===== config.mk =====
export PLATFORM = sky130hd
export DESIGN_NAME = instruction_fetch_unit
export DESIGN_NICKNAME = d
export VERILOG_FILES = /design/src/rtl/instruction_fetch_unit_pkg.sv /design/src/rtl/instruction_fetch_unit_fifo.sv /design/src/rtl/instruction_fetch_unit.sv
export SDC_FILE = /design/constraint.sdc
export NUM_CORES = 1
export LEC_CHECK = 0
export CELL_PAD_IN_SITES_DETAIL_PLACEMENT = 0
export CELL_PAD_IN_SITES_GLOBAL_PLACEMENT = 1
export CORE_UTILIZATION = 38
export DETAILED_ROUTE_END_ITERATION = 8
export PLACE_DENSITY_LB_ADDON = 0.1
export SYNTH_ARGS = -nofsm -noshare
export SYNTH_HDL_FRONTEND = slang
export SYNTH_SLANG_ARGS = --single-unit

===== constraint.sdc =====
create_clock -name clk -period 6.5 [get_ports clk]
set_clock_uncertainty 0.05 [all_clocks]
set_input_delay 1.3 -clock clk [delete_from_list [all_inputs] [get_ports clk]]
set_output_delay 1.3 -clock clk [all_outputs]
set_load 0.01 [all_outputs]

===== src/rtl/instruction_fetch_unit_pkg.sv =====
// Shared definitions for the instruction fetch unit: reset PC, instruction size,
// FSM state encoding and the {pc, instruction} entry buffered between memory and execute.
package instruction_fetch_unit_pkg;

    localparam logic [31:0] IFU_RESET_PC = 32'h0000_0000;
    localparam logic [31:0] INSTR_BYTES  = 32'd4;

    typedef enum logic [0:0] {
        IFU_STATE_RUN   = 1'b0,
        IFU_STATE_ERROR = 1'b1
    } ifu_state_t;

    typedef struct packed {
        logic [31:0] pc;
        logic [31:0] instr;
    } fetch_entry_t;

    // Instructions are word sized, so any fetch target must be word aligned.
    function automatic logic is_aligned(input logic [31:0] addr);
        return addr[1:0] == 2'b00;
    endfunction

endpackage


===== src/rtl/instruction_fetch_unit_fifo.sv =====
// Registered-output synchronous FIFO of fetched {pc, instr} entries.
// The head is read straight from storage registers, so nothing in the write
// path reaches the outputs combinationally. Flush wins over a same-cycle push.
module fetch_fifo
    import instruction_fetch_unit_pkg::*;
#(
    parameter int DEPTH = 2
) (
    input  logic                   clk,
    input  logic                   rst,
    input  logic                   flush,
    input  logic                   push,
    input  logic                   pop,
    input  fetch_entry_t           push_data,
    output fetch_entry_t           head,
    output logic                   full,
    output logic                   empty,
    output logic [$clog2(DEPTH):0] count
);

    localparam int PW = $clog2(DEPTH);
    localparam int CW = PW + 1;

    fetch_entry_t  mem [DEPTH];
    logic [PW-1:0] rd_ptr;
    logic [PW-1:0] wr_ptr;
    logic [CW-1:0] cnt;
    logic          do_push;
    logic          do_pop;

    assign full    = (cnt == CW'(DEPTH));
    assign empty   = (cnt == '0);
    assign count   = cnt;
    assign head    = mem[rd_ptr];
    assign do_pop  = pop && !empty;
    assign do_push = push && (!full || do_pop);

    // Storage write; contents need no reset because count gates visibility.
    always_ff @(posedge clk) begin
        if (do_push && !flush) begin
            mem[wr_ptr] <= push_data;
        end
    end

    // Pointer and occupancy bookkeeping; reset and flush both empty the buffer.
    always_ff @(posedge clk) begin
        if (rst || flush) begin
            rd_ptr <= '0;
            wr_ptr <= '0;
            cnt    <= '0;
        end else begin
            if (do_push) begin
                wr_ptr <= wr_ptr + PW'(1);
            end
            if (do_pop) begin
                rd_ptr <= rd_ptr + PW'(1);
            end
            case ({do_push, do_pop})
                2'b10:   cnt <= cnt + CW'(1);
                2'b01:   cnt <= cnt - CW'(1);
                default: cnt <= cnt;
            endcase
        end
    end

endmodule


===== src/rtl/instruction_fetch_unit.sv =====
// Instruction fetch unit: issues word requests over req/gnt/rvalid, buffers
// returned words with their PC, and hands {instruction, pc, pc_next} to execute.
// Redirects flush the buffer and discard responses still in flight.
module instruction_fetch_unit
    import instruction_fetch_unit_pkg::*;
#(
    parameter logic [31:0] RESET_PC   = IFU_RESET_PC,
    parameter int          FIFO_DEPTH = 2
) (
    input  logic        clk,
    input  logic        rst,
    output logic        imem_req,
    output logic [31:0] imem_addr,
    input  logic        imem_gnt,
    input  logic        imem_rvalid,
    input  logic [31:0] imem_rdata,
    input  logic        redirect_valid,
    input  logic [31:0] redirect_target,
    output logic        out_valid,
    input  logic        out_ready,
    output logic [31:0] out_instruction,
    output logic [31:0] out_pc,
    output logic [31:0] out_pc_next,
    output logic        misaligned_error
);

    localparam int CW = $clog2(FIFO_DEPTH) + 1;
    localparam int SW = CW + 1;

    ifu_state_t    state;
    logic [31:0]   fetch_pc;
    logic [31:0]   resp_pc;
    logic [CW-1:0] outstanding;
    logic [CW-1:0] outstanding_next;
    logic [CW-1:0] discard;
    logic [CW-1:0] fifo_count;
    logic          credit_ok;
    logic          grant;
    logic          resp_seen;
    logic          redirect_aligned;
    logic          fifo_push;
    logic          fifo_pop;
    logic          fifo_full;
    logic          fifo_empty;
    fetch_entry_t  fifo_din;
    fetch_entry_t  fifo_head;

    // A request is only raised when every in-flight word already owns a buffer slot.
    assign credit_ok = ({1'b0, outstanding} + {1'b0, fifo_count}) < SW'(FIFO_DEPTH);
    assign imem_req  = !rst && (state == IFU_STATE_RUN) && credit_ok;
    assign imem_addr = fetch_pc;
    assign grant     = imem_req && imem_gnt;

    // Responses with nothing outstanding (e.g. straight after reset) are ignored.
    assign resp_seen        = imem_rvalid && (outstanding != '0);
    assign redirect_aligned = is_aligned(redirect_target);

    assign fifo_din.pc    = resp_pc;
    assign fifo_din.instr = imem_rdata;
    assign fifo_push      = resp_seen && !redirect_valid && (discard == '0)
                            && (!fifo_full || fifo_pop);
    assign fifo_pop       = out_valid && out_ready;

    assign out_valid       = (state == IFU_STATE_RUN) && !fifo_empty;
    assign out_instruction = out_valid ? fifo_head.instr : 32'd0;
    assign out_pc          = out_valid ? fifo_head.pc : 32'd0;
    assign out_pc_next     = out_valid ? (fifo_head.pc + INSTR_BYTES) : 32'd0;

    // Requests in flight after this cycle's grant and response are both counted.
    always_comb begin
        outstanding_next = outstanding;
        if (grant && !resp_seen) begin
            outstanding_next = outstanding + CW'(1);
        end else if (!grant && resp_seen) begin
            outstanding_next = outstanding - CW'(1);
        end
    end

    // Fetch control FSM: PC tracking, stale-response discard and the sticky misalignment flag.
    always_ff @(posedge clk) begin
        if (rst) begin
            state            <= IFU_STATE_RUN;
            fetch_pc         <= RESET_PC;
            resp_pc          <= RESET_PC;
            outstanding      <= '0;
            discard          <= '0;
            misaligned_error <= 1'b0;
        end else begin
            outstanding <= outstanding_next;
            if (redirect_valid) begin
                fetch_pc <= redirect_target;
                resp_pc  <= redirect_target;
                discard  <= outstanding_next;
                if (redirect_aligned) begin
                    state            <= IFU_STATE_RUN;
                    misaligned_error <= 1'b0;
                end else begin
                    state            <= IFU_STATE_ERROR;
                    misaligned_error <= 1'b1;
                end
            end else begin
                if (grant) begin
                    fetch_pc <= fetch_pc + INSTR_BYTES;
                end
                if (resp_seen) begin
                    if (discard != '0) begin
                        discard <= discard - CW'(1);
                    end else begin
                        resp_pc <= resp_pc + INSTR_BYTES;
                    end
                end
            end
        end
    end

    fetch_fifo #(
        .DEPTH(FIFO_DEPTH)
    ) u_fetch_fifo (
        .clk       (clk),
        .rst       (rst),
        .flush     (redirect_valid),
        .push      (fifo_push),
        .pop       (fifo_pop),
        .push_data (fifo_din),
        .head      (fifo_head),
        .full      (fifo_full),
        .empty     (fifo_empty),
        .count     (fifo_count)
    );

endmodule


==> impl_metrics.yaml <==
final_layout:
  final-seq-area_sq_um: 5330
  nets: 1144
  nFillCells: 2235
  layout-area-overhead-vs-synth_pct: 32.3
  drive_gt1_share_pct: 6.37
  multi_input_gate_area_sq_um: 3940
  stdcell_area_sq_um: 12700
  insertedDiodeCount: 0
logic_synthesis:
  post_synth_instance_area_sq_um: 9600
  synth_area_in_compound_gates_pct: 10.1
  number_of_instances_in_the_synthesized_netlist: 879
  async_flop_share_pct: 0
  yosys.area_share.simple_pct: 16.0
  synth_fa_ha_area_share_pct: 1.09
  synth.net_count: 956
  yosysTopAreaCell: "sky130_fd_sc_hd__edfxtp_1"
  yosys.area_share.xor_xnor_pct: 6.84
  synth-edff-count: 128
  yosys.cell_types.count: 57
  synth_seq_area_share_pct: 55.4
  postSynthRegisterBits: 202
  yosysWarningCount: 0
  leading_register_cell_type_out_of_synthesis: "sky130_fd_sc_hd__edfxtp_1"
  synthMuxAreaShare_pct: 6.85
  synth.top_cells.by_area: "sky130_fd_sc_hd__edfxtp_1, sky130_fd_sc_hd__dfxtp_1, sky130_fd_sc_hd__mux2i_1"
  area_share_of_the_largest_cell_type_after_synthesis_pct: 40.0
  syn_area_per_cell_sq_um: 10.9
  synth_top_family_by_area: "simple AND/OR/NAND/NOR gates"
pwr:
  sw_power_w: 0.000783
  cell_internal_pwr_w: 0.00251
  combinationalPowerShare_pct: 12.4
  register_share_of_total_power_pct: 46.2
  switching_share_pct: 23.8
  pwr-share-clk_pct: 41.4
  power-per-cell-area_nw_per_um2: 259
  total_leakage_power_nw: 4.15
  peakVddDrop_mv: 0.157
hold_path:
  class_of_the_most_critical_hold_timing_path: "reg2reg"
sta:
  worst_rel_slew_slack_pct: 35.3
  hold-worst-slack_ns: 0.409
  period_share_pct: 81.7
  setup_viol_count_final: 0
  worst-slew-pin-transition_ns: 0.970
  rsz_0062_raised_after_global_routing: "no"
  maxSlewViolCount: 0
  hold_viol: 0
  peak_freq_ghz: 0.188
  setup-tns-final_ns: 0
  final.min_clock_period_ns: 5.31
placed_design:
  dpl-instance-area_sq_um: 11900
  port-buffer-count: 200
  dp_hpwl_um: 16000
  routabilityCongestion: 0.797
global_route:
  grt_max_degree: 74
  first_global_vias: 6947
  gr_overflow_total: 0
  antenna_violations_before_repair: 0
  groute.usage.overall_pct: 17.8
  wire_length_of_the_first_global_routing_pass_um: 37100
clocking:
  cts.path.max_buffers: 3
  cts_num_sinks: 202
  cts_hold_buf: 0
  tritoncts: "yes"
  clk-insertion-delay-late_ns: 0.50
  worst_setup_hold_path_clk_slew_ns: 0.06
  cts_repair_resize_count: 0
  postCtsSetupRepairBufs: 0
  cts_made_buffers: 22
  htreeDepth: 1
  root_buffer: "sky130_fd_sc_hd__clkbuf_16"
drt:
  drt_wl_total_um: 23100
  drt_iter0_markers: 305
  drc: 0
  via_count: 7000
  drtAntennaViolNets: 0
  detail_route.first_pass.iterations: 4
  avgViaCountPerCell: 4.98
  wire_per_inst_um: 16.4
floorplan:
  fp.dieW_um: 161
  design.die.area_sq_um: 25900
  die_span_y_um: 161
  floorplan.io_pins: 201
  std_cell_rows: 57
  initial_utilization_pct: 39.1
  area_of_the_core_region_sq_um: 24500
critical_path:
  critical_path.startpoint_type: "register"
  end_kind: "output pin"
  timing.reg2reg.worst_path_depth: 7
  reg2reg_to: "imem_addr[31]"
  rrSetupSlack_ns: 3.47
  timing.critical_path.to: "out_pc_next[28]"
  worst-endpoint-arrival_ns: 3.96
  path_class: "reg2out"
  critical_path_peak_fanout: 73
  data_required_critical_path_ns: 5.15
  r2r_start: "u_fetch_fifo.count[0]"
flow_run:
  drv_cap: 0
status:
  status: "finished, final reports clean"
sequential cells by signal, indices dropped and copies added (netlist names), named ones only:
signal and flops:
u_fetch_fifo.mem 128, imem_addr 32, resp_pc 32, discard 2, outstanding 2, u_fetch_fifo.count 2
state 1, u_fetch_fifo.rd_ptr 1, u_fetch_fifo.wr_ptr 1
worst max-delay path, stage by stage (launching register included):
cell	delay (ns)
sky130_fd_sc_hd__dfxtp_4	0.98
sky130_fd_sc_hd__mux2_2	0.33
sky130_fd_sc_hd__ha_1	0.18
sky130_fd_sc_hd__inv_1	0.07
sky130_fd_sc_hd__a211oi_2	0.18
sky130_fd_sc_hd__buf_4	0.19
sky130_fd_sc_hd__nand4_1	0.38
sky130_fd_sc_hd__o31a_1	0.44
sky130_fd_sc_hd__nor3_1	0.13
sky130_fd_sc_hd__clkdlybuf4s50_1	0.56
through the flow:
step,cells,util (%),total power [W],setup slack [ns]
after CTS,1407,51.8,0.00333,1.09
after detailed placement,1367,48.5,0.00196,1.64
after global placement,1367,48.5,0.00195,1.62
after floorplan,879,-,0.00178,1.24
final,1407,51.8,0.00329,1.19
after global routing,1407,51.8,0.00343,0.818
cell usage in the layout, fill, tap and decap left out, drive strengths merged, types with 3 or more instances in the layout:
master / synthesis / layout
or3: 3 / 3
and4: 9 / 9
clkinv: 1 / 4
and3: 10 / 10
clkdlybuf4s50: 0 / 200
nor3: 15 / 15
a21boi: 48 / 48
nand3: 38 / 38
mux2: 6 / 6
nor2b: 9 / 9
nand2b: 4 / 4
nor4: 15 / 15
buf: 15 / 9
a22oi: 3 / 3
nand4b: 3 / 3
o21ai: 15 / 15
a211oi: 9 / 9
clkbuf: 30 / 28
xnor2: 48 / 48
o21a: 4 / 4
nand2: 46 / 46
nand3b: 6 / 6
inv: 41 / 45
nor3b: 6 / 6
edfxtp: 128 / 128
a21oi: 44 / 44
o31ai: 6 / 6
mux2i: 59 / 59
a31oi: 4 / 4
ha: 6 / 6
o21bai: 3 / 3
o31a: 3 / 3
dfxtp: 74 / 74
and2: 9 / 9
bufinv: 0 / 4
nor2: 94 / 94
xor2: 27 / 27
nand4: 23 / 23
how the worst min path moves through the flow:
stage | startpoint | endpoint | slack [ns] | cells past startpoint
after floorplan | resp_pc[1] | u_fetch_fifo.mem[0][33] | 0.38 | 0
after global placement | resp_pc[1] | u_fetch_fifo.mem[0][33] | 0.39 | 0
after detailed placement | imem_addr[0] | imem_addr[0] | 0.40 | 2
after CTS | imem_addr[0] | imem_addr[0] | 0.41 | 2
after global routing | resp_pc[0] | u_fetch_fifo.mem[0][32] | 0.43 | 0
final | resp_pc[1] | u_fetch_fifo.mem[0][33] | 0.41 | 0
cells in the mapped netlist, types with 5 or more instances:
cell and n:
sky130_fd_sc_hd__edfxtp_1 128, sky130_fd_sc_hd__nor2_1 94, sky130_fd_sc_hd__dfxtp_1 74, sky130_fd_sc_hd__mux2i_1 59, sky130_fd_sc_hd__xnor2_1 48, sky130_fd_sc_hd__nand2_1 46, sky130_fd_sc_hd__a21boi_0 44, sky130_fd_sc_hd__a21oi_1 44
sky130_fd_sc_hd__inv_1 41, sky130_fd_sc_hd__nand3_1 38, sky130_fd_sc_hd__clkbuf_1 29, sky130_fd_sc_hd__xor2_1 27, sky130_fd_sc_hd__nand4_1 23, sky130_fd_sc_hd__o21ai_0 15, sky130_fd_sc_hd__nor3_1 13, sky130_fd_sc_hd__nor4_1 12
sky130_fd_sc_hd__and3_1 10, sky130_fd_sc_hd__and2_1 9, sky130_fd_sc_hd__and4_1 9, sky130_fd_sc_hd__nor2b_1 9, sky130_fd_sc_hd__a211oi_1 8, sky130_fd_sc_hd__buf_2 8, sky130_fd_sc_hd__ha_1 6, sky130_fd_sc_hd__mux2_2 6
sky130_fd_sc_hd__nand3b_1 6, sky130_fd_sc_hd__o31ai_1 6, sky130_fd_sc_hd__nor3b_1 5
power groups by stage:
stage                     combinational, W  clock [W]  sequential (W)
final                             0.000409    0.00136         0.00152
after detailed placement          0.000411          0         0.00155
after global placement            0.000407          0         0.00155
after floorplan                   0.000240          0         0.00154
after global routing              0.000453    0.00145         0.00153
after CTS                         0.000414    0.00140         0.00152
layer usage:
layer	vias up	wire, um	global-route usage [%]
met3	22	1250	3.00
met4	0	294	3.86
met1	3260	11800	26.4
li1	3539	-	-
met5	-	0	0
met2	179	9730	27.0
final cells by class:
cell class / count / share of cell area (%)
clock inverter: 12 / 1.38
multi-input combinational: 590 / 31.0
timing repair buffer: 209 / 16.3
inverter: 42 / 1.24
clock buffer: 28 / 4.99
tap: 324 / 3.19
sequential: 202 / 41.9
kinds of logic after synthesis:
logic type / Yosys count
AOI/OAI and AO/OA: 147
xor gates and xnor gates: 75
adders and majority gates: 8
buffers and inverters: 87
DFF: 202
muxes: 65
and+or+nand+nor: 295
Note: power is estimated with default switching activity, not from simulation.
